## config.mk

```make
export PLATFORM = sky130hd
export DESIGN_NAME = ahb_arbiter_slave
export DESIGN_NICKNAME = d
export VERILOG_FILES = /design/src/rtl/ahb_arbiter_slave.sv
export SDC_FILE = /design/constraint.sdc
export NUM_CORES = 1
export LEC_CHECK = 0
export CORE_AREA = 2 2 50 52
export CTS_CLUSTER_SIZE = 20
export DETAILED_ROUTE_END_ITERATION = 10
export DIE_AREA = 0 0 52 54
export GPL_TIMING_DRIVEN = 0
export PLACE_DENSITY = 0.65
export SETUP_SLACK_MARGIN = 0.5
export SYNTH_ARGS = -nofsm -noshare
export SYNTH_HDL_FRONTEND = slang
export SYNTH_SLANG_ARGS = --single-unit
```

## constraint.sdc

```tcl
create_clock -name hclk -period 4.1 [get_ports hclk]
set_input_delay 0.82 -clock hclk [delete_from_list [all_inputs] [get_ports hclk]]
set_output_delay 0.82 -clock hclk [all_outputs]
set_load 0.05 [all_outputs]
```

## src/rtl/ahb_arbiter_slave.sv

```systemverilog
// Per-slave AHB arbiter: address/data-phase owner selects, master stalls, burst and lock hold.
// Define ARB_RR_EN for round-robin priority; otherwise fixed priority (lowest index wins).
module ahb_arbiter_slave #(
   parameter int unsigned CHANNEL_NUM = 2
) (
   input  logic                           hclk,
   input  logic                           hreset,
   input  logic [CHANNEL_NUM-1:0]         hreq,
   input  logic [2*CHANNEL_NUM-1:0]       htrans,
   input  logic [3*CHANNEL_NUM-1:0]       hburst,
   input  logic [CHANNEL_NUM-1:0]         hmastlock,
   input  logic                           hreadyout,
   output logic [CHANNEL_NUM-1:0]         addr_sel,
   output logic [CHANNEL_NUM-1:0]         data_sel,
   output logic [CHANNEL_NUM-1:0]         hready_m,
   output logic [$clog2(CHANNEL_NUM)-1:0] owner_idx
);
   localparam int unsigned IW  = $clog2(CHANNEL_NUM);
   localparam int unsigned IW1 = IW + 1;
   localparam int unsigned BW  = 4;
   localparam logic [1:0]  TR_IDLE   = 2'd0;
   localparam logic [1:0]  TR_NONSEQ = 2'd2;
   localparam logic [1:0]  TR_SEQ    = 2'd3;

   typedef enum logic [1:0] {ST_IDLE, ST_OWN, ST_BURST, ST_LOCK} state_t;

   state_t                 state;
   logic [BW-1:0]          beat_cnt;
   logic [1:0]             trans_a [CHANNEL_NUM];
   logic [2:0]             burst_a [CHANNEL_NUM];
   logic [1:0]             own_trans;
   logic [2:0]             own_burst;
   logic                   own_req;
   logic                   own_active;
   logic                   own_lock;
   logic                   last_beat;
   logic                   arb_open;
   logic [BW-1:0]          burst_len;
   logic [CHANNEL_NUM-1:0] others;
   logic [CHANNEL_NUM-1:0] cand;
   logic [CHANNEL_NUM-1:0] win_oh;
   logic [IW-1:0]          win_idx;
   logic                   win_any;
`ifdef ARB_RR_EN
   logic [IW-1:0]          ptr;
   logic [IW1-1:0]         rr_sum;
   logic                   found;
`endif

   for (genvar i = 0; i < CHANNEL_NUM; i++) begin : g_unpack
      assign trans_a[i] = htrans[2*i +: 2];
      assign burst_a[i] = hburst[3*i +: 3];
   end

   // Current owner's transfer and whether this edge may re-arbitrate
   always_comb begin
      own_trans  = trans_a[owner_idx];
      own_burst  = burst_a[owner_idx];
      own_req    = (|addr_sel) & hreq[owner_idx];
      own_active = own_req & own_trans[1];
      own_lock   = own_active & hmastlock[owner_idx];
      last_beat  = (state == ST_BURST) && own_req && (own_trans == TR_SEQ) && (beat_cnt <= BW'(1));
      case (own_burst)
         3'd2, 3'd3: burst_len = BW'(3);
         3'd4, 3'd5: burst_len = BW'(7);
         3'd6, 3'd7: burst_len = BW'(15);
         default:    burst_len = '0;
      endcase
      case (state)
         ST_BURST: arb_open = !own_req || (own_trans == TR_IDLE) || (own_trans == TR_NONSEQ) || last_beat;
         ST_LOCK:  arb_open = !own_req || (own_active && !hmastlock[owner_idx]);
         default:  arb_open = 1'b1;
      endcase
   end

   // Winner select; a finishing burst owner yields to any other requester
   always_comb begin
      others  = hreq & ~addr_sel;
      cand    = (last_beat && (|others)) ? others : hreq;
      win_any = |cand;
      win_idx = '0;
`ifdef ARB_RR_EN
      rr_sum  = '0;
      found   = 1'b0;
      for (int k = 0; k < int'(CHANNEL_NUM); k++) begin
         rr_sum = {1'b0, ptr} + IW1'(k);
         if (rr_sum >= IW1'(CHANNEL_NUM)) rr_sum = rr_sum - IW1'(CHANNEL_NUM);
         if (!found && cand[IW'(rr_sum)]) begin
            found   = 1'b1;
            win_idx = IW'(rr_sum);
         end
      end
`else
      for (int k = int'(CHANNEL_NUM) - 1; k >= 0; k--) begin
         if (cand[k]) win_idx = IW'(k);
      end
`endif
      win_oh          = '0;
      win_oh[win_idx] = win_any;
   end

   always_comb begin
      hready_m = '1;
      for (int i = 0; i < int'(CHANNEL_NUM); i++) begin
         hready_m[i] = hreset | ((addr_sel[i] | data_sel[i]) ? hreadyout : !hreq[i]);
      end
   end

   // Ownership FSM; nothing moves while the slave inserts wait states
   always_ff @(posedge hclk or posedge hreset) begin
      if (hreset) begin
         state     <= ST_IDLE;
         beat_cnt  <= '0;
         addr_sel  <= '0;
         data_sel  <= '0;
         owner_idx <= '0;
`ifdef ARB_RR_EN
         ptr       <= '0;
`endif
      end else if (hreadyout) begin
         data_sel <= own_active ? addr_sel : '0;
         if (own_lock) begin
            state    <= ST_LOCK;
            beat_cnt <= '0;
         end else if (arb_open) begin
            if (own_req && (own_trans == TR_NONSEQ) && (burst_len != '0)) begin
               state    <= ST_BURST;
               beat_cnt <= burst_len;
            end else begin
               beat_cnt  <= '0;
               addr_sel  <= win_oh;
               owner_idx <= win_idx;
               state     <= win_any ? ST_OWN : ST_IDLE;
`ifdef ARB_RR_EN
               if (win_any) ptr <= (win_idx == IW'(CHANNEL_NUM - 1)) ? '0 : win_idx + IW'(1);
`endif
            end
         end else if ((state == ST_BURST) && (own_trans == TR_SEQ)) begin
            beat_cnt <= beat_cnt - BW'(1);
         end
      end
   end
endmodule

```

## Word level (Yosys, flattened, before mapping)

Index checks and enable logic that the tools add are counted.

- Output and inout port bits: 7
- Logic and storage cells: 92
- Register bits after elaboration: 11
- Input port bits: 17

- Multiplexer cells: 28
- Eq/ne operators: 10
- Order comparisons: 5
- Reduce and logical (&&, ||, !) cells: 30
- Add/sub/neg operators: 1
- Bitwise gates (word level): 13

Operators with widths:

| cell | count |
|---|---|
| 2-to-1 mux 2 bit | 8 |
| 2-to-1 mux 4 bit | 4 |
| == test 3 bit (second input constant) | 4 |
| one-hot mux 4 bit (3 select lines) | 1 |
| OR reduction 2 bit | 6 |
| 2-to-1 mux 1 bit | 10 |
| logical AND 1 bit | 9 |
| 2-to-1 mux 3 bit | 3 |
| == test 2 bit (second input constant) | 4 |
| == test 3 x 2 -> 1 bit (second input constant) | 2 |
| bitwise AND 2 bit | 2 |
| less-or-equal comparator 4 x 1 -> 1 bit (second input constant) | 1 |
| logical NOT 1 bit | 4 |
| logical OR 1 bit | 4 |
| < comparator 1 x 2 -> 1 bit (second input constant) | 2 |
| OR 1 bit | 4 |
| AND reduction 2 bit | 2 |
| AND reduction 4 bit | 1 |
| nonzero test 4 bit | 1 |
| subtractor 4 x 1 -> 4 bit (second input constant) | 1 |
| bitwise AND 1 bit | 3 |
| nonzero test 3 bit | 1 |
| greater-or-equal comparator 2 bit (second input constant) | 1 |
| logical NOT 2 bit | 1 |
| 7 further kinds | 8 |

## Longest topological paths before layout

- Depth in word-level cells: 16
- Gate-level depth with buffers: 7
- Depth with buffers taken out: 7

## Worst setup path before layout

OpenSTA, ideal clock, no wires.

- Path type: register to output
- From: register owner_idx (netlist name)
- To: output port hready_m[1]
- Data arrival time: 2778 ps
- Setup slack: 502 ps
- Required time: 3280 ps
- Cell stages (with the launch flop): 4
- Buffers on the path: 2
- Path through: dfrtp_1 -> buf_6 -> buf_8 -> o311ai_0

RTL lines:

| what | RTL line | text |
|---|---|---|
| end, declared | 15 | `output logic [CHANNEL_NUM-1:0] hready_m,` |

## Final worst setup path

- From: input port hreadyout
- To: output port hready_m[1]

- Cells in the longest elaborated chain, start to end: 2

Ends and longest elaborated chain:

| what | RTL line | text |
|---|---|---|
| start, declared | 12 | `input logic hreadyout,` |
| 2-to-1 mux 1 bit | 105 | `hready_m[i] = hreset \| ((addr_sel[i] \| data_sel[i]) ? hreadyout : !hreq[i]);` |
| OR 1 bit | 105 |  |

Every way passes these cells.

==> summary.txt <==
Worst setup path
  – Crit-path max FO: 10
  – Origin of the critical flop-to-flop path: state[0]
  – Critical path's slowest cell: clkdlybuf4s50_1
  – Worst reg2reg path depth: 5
  – Crit path arrival time: 2630 ps
  – Reg2reg setup slack: 2110 ps
  – Element type at the critical path end: primary output
  – Top delay family on crit path: buffers and inverters
  – Startpoint types: input port
  – Crit-path cells: clkdlybuf4s50_1 > buf_2 > o21ai_0 > o311ai_0 > clkdlybuf4s50_1
  – Crit path top cell by count: clkdlybuf4s50_1
  – CP max stage delay: 870 ps
  – Crit Path Class: input port to primary output
  – Crit path required time: 3280 ps
  – Reg-to-reg critical path endpoint: addr_sel[0]
  – CP bufs+invs: 3

Drt
  – Detailed Routing Iterations Pass 1: 4
  – Routed WL: 2200 microns
  – DR WL/cell: 14.4 microns
  – Antenna-violating nets left: 0
  – Highest routed layer: met4
  – Via/cell ratio: 5.73
  – Post-route DRC: 0
  – Via count: 876
  – Met3 wire len: 100 microns
  – Wl on met1: 971 microns
  – Initial drt markers: 12
  – WL met2: 1090 microns

Place
  – Detail Placement HPWL: 1700 microns
  – Dpl ws: 652 ps
  – Port-buffer cells: 21
  – Routability Congestion: 0.843
  – Cells after DPL: 149

Finish
  – Inserted Diodes: 0
  – Fin util: 48.8%
  – Final std cells w/o fill: 153
  – Layout cells sized above 1: 14.6%
  – P&R area growth vs syn: 33.5%
  – Nets: 143
  – Layout fillers: 240

Yosys
  – Post-synthesis cell count: 98
  – Leading cell type by number of instances after synthesis: nor2_1
  – EDFF count, synth: 0
  – Area share of the largest cell type after synthesis: 29.5%
  – Top cells by count, synth: nor2_1 (11), dfrtp_1 (10), inv_1 (10)
  – Yosys reg bits: 10
  – Synth top area cells: dfrtp_1 (30%), nor2_1 (4.9%), mux2i_1 (4.7%)
  – Mapped Area: 847 sq um
  – Number of warnings issued by yosys: 0
  – Yosys top cell by area: dfrtp_1
  – Post-synth ARST share: 100%
  – Yosys cell types: 40
  – Average size of a mapped cell: 8.64 sq um
  – Seq/Total Area, Yosys: 29.5%
  – Most used DFF post-synth: dfrtp_1
  – Net count after synthesis: 117

Global route
  – Total GRT Usage: 17.6%
  – GRT overflow: 0
  – First-pass GRT wire length: 3610 microns
  – Initial antenna violation count: 0
  – Vias in the first global route: 802
  – Largest net degree at the start of global routing: 13

Job
  – Maximum Capacitance Violations: 0

Min path
  – HP Start: data_sel[0]
  – Min-delay worst type: flip-flop to flip-flop
  – Hold Path End: data_sel[0]
  – Hold path depth: 2

CTS
  – CTS HTree Levels: 1
  – CTS tree: yes
  – CTS sink cnt: 10
  – CTS root buf: clkbuf_4
  – Post-CTS Resized: 0
  – Hold-fix buffers, CTS: 0
  – TritonCTS buffer count: 3
  – Clock Latency Late Sink: 270 ps
  – Post-CTS repair timing setup buffer count: 0
  – CTS Buffer Depth: 2
  – Clk pin slew, worst setup/hold paths: 70 ps

STA
  – Fin crit period: 3450 ps
  – Final period util: 84.1%
  – Worst clock skew: 2.73 ps
  – Final worst setup slack: 652 ps
  – Final setup vio count: 0
  – Final Hold Fails: 0
  – RSZ-0062 raised after global routing: no
  – Setup tns final: 0 ps
  – Fmax: 290 MHz
  – Slew HR: 67.2%
  – Fin. max-slew vios: 0
  – Worst Tran Pin Value: 487 ps

Floorplanning
  – Ports: 24
  – Die width: 52 microns
  – Row cnt: 18
  – Die area: 2810 sq um
  – Die Height: 54 microns
  – Starting Density: 36.5%
  – Area of the core: 2320 sq um

Outcome
  – Status: complete, no violations

Pwr
  – Total design power: 0.444 mW
  – Leakage: 0.494 nW
  – Peak supply drop: 0.217 mV
  – P per Cell Area: 392 nW/um^2
## cell type report
type                    instances  area (sq um)  share of cell area [%]
well taps                      30          37.5                    3.32
clock buffers                   4          36.3                    3.21
plain buffers                   4          38.8                    3.43
flip-flops and latches         10           250                    22.1
multi-input cells              74           520                    46.0
repair buffers                 21           210                    18.6
inverters                      10          37.5                    3.32
## flip-flops by register name (all words and copies together), names as in the netlist
name       flops
addr_sel       1
beat_cnt       4
data_sel       2
owner_idx      1
state          2
## worst min-delay path, delay by kind of cell (launching register included)
kind,cells,cell delay (ps)
flops,1,380
compound gates,1,60
simple gates,1,50
## how the worst max path moves through the flow
stage	startpoint	cells after the start	slack, ps	end
global placement	hreadyout	5	710	hready_m[1]
CTS	hreadyout	5	650	hready_m[1]
finish	hreadyout	5	650	hready_m[1]
floorplan	owner_idx	3	500	hready_m[1]
global route	hreadyout	5	570	hready_m[1]
detailed placement	hreadyout	5	650	hready_m[1]
## through the flow
step / instance area (sq um) / hold slack [ps]
global route: 1130 / 570
floorplan: 847 / 502
global placement: 1090 / 511
finish: 1130 / 529
detailed placement: 1090 / 514
CTS: 1130 / 532
## kinds of logic after synthesis
logic type / share of synthesized area (%)
adders and majority gates: 2.95
DFF: 29.5
and+or+nand+nor: 24.4
buffers and inverters: 9.01
AOI/OAI and AO/OA: 26.3
muxes: 7.83
## where the power goes
part,internal [mW],total [mW],switching (mW)
logic,0.0927,0.218,0.125
clock network,0.0540,0.0937,0.0397
registers,0.113,0.132,0.0192
## layout by cell type, fill, tap and decap left out, types with 4 or more instances in the layout
cell             instances
clkdlybuf4s50_1         21
a21oi_1                  6
o21ai_1                  4
inv_1                   10
mux2i_1                  4
dfrtp_1                 10
nor2_1                  11
o21ai_0                  7
nand2_1                  5
## per-layer routing
metal / track usage, % / up-vias
met5: 0 / -
met4: 5.26 / 0
met3: 5.00 / 8
met1: 20.7 / 422
li1: - / 420
met2: 30.8 / 26
(Power assumes the default switching activity.)
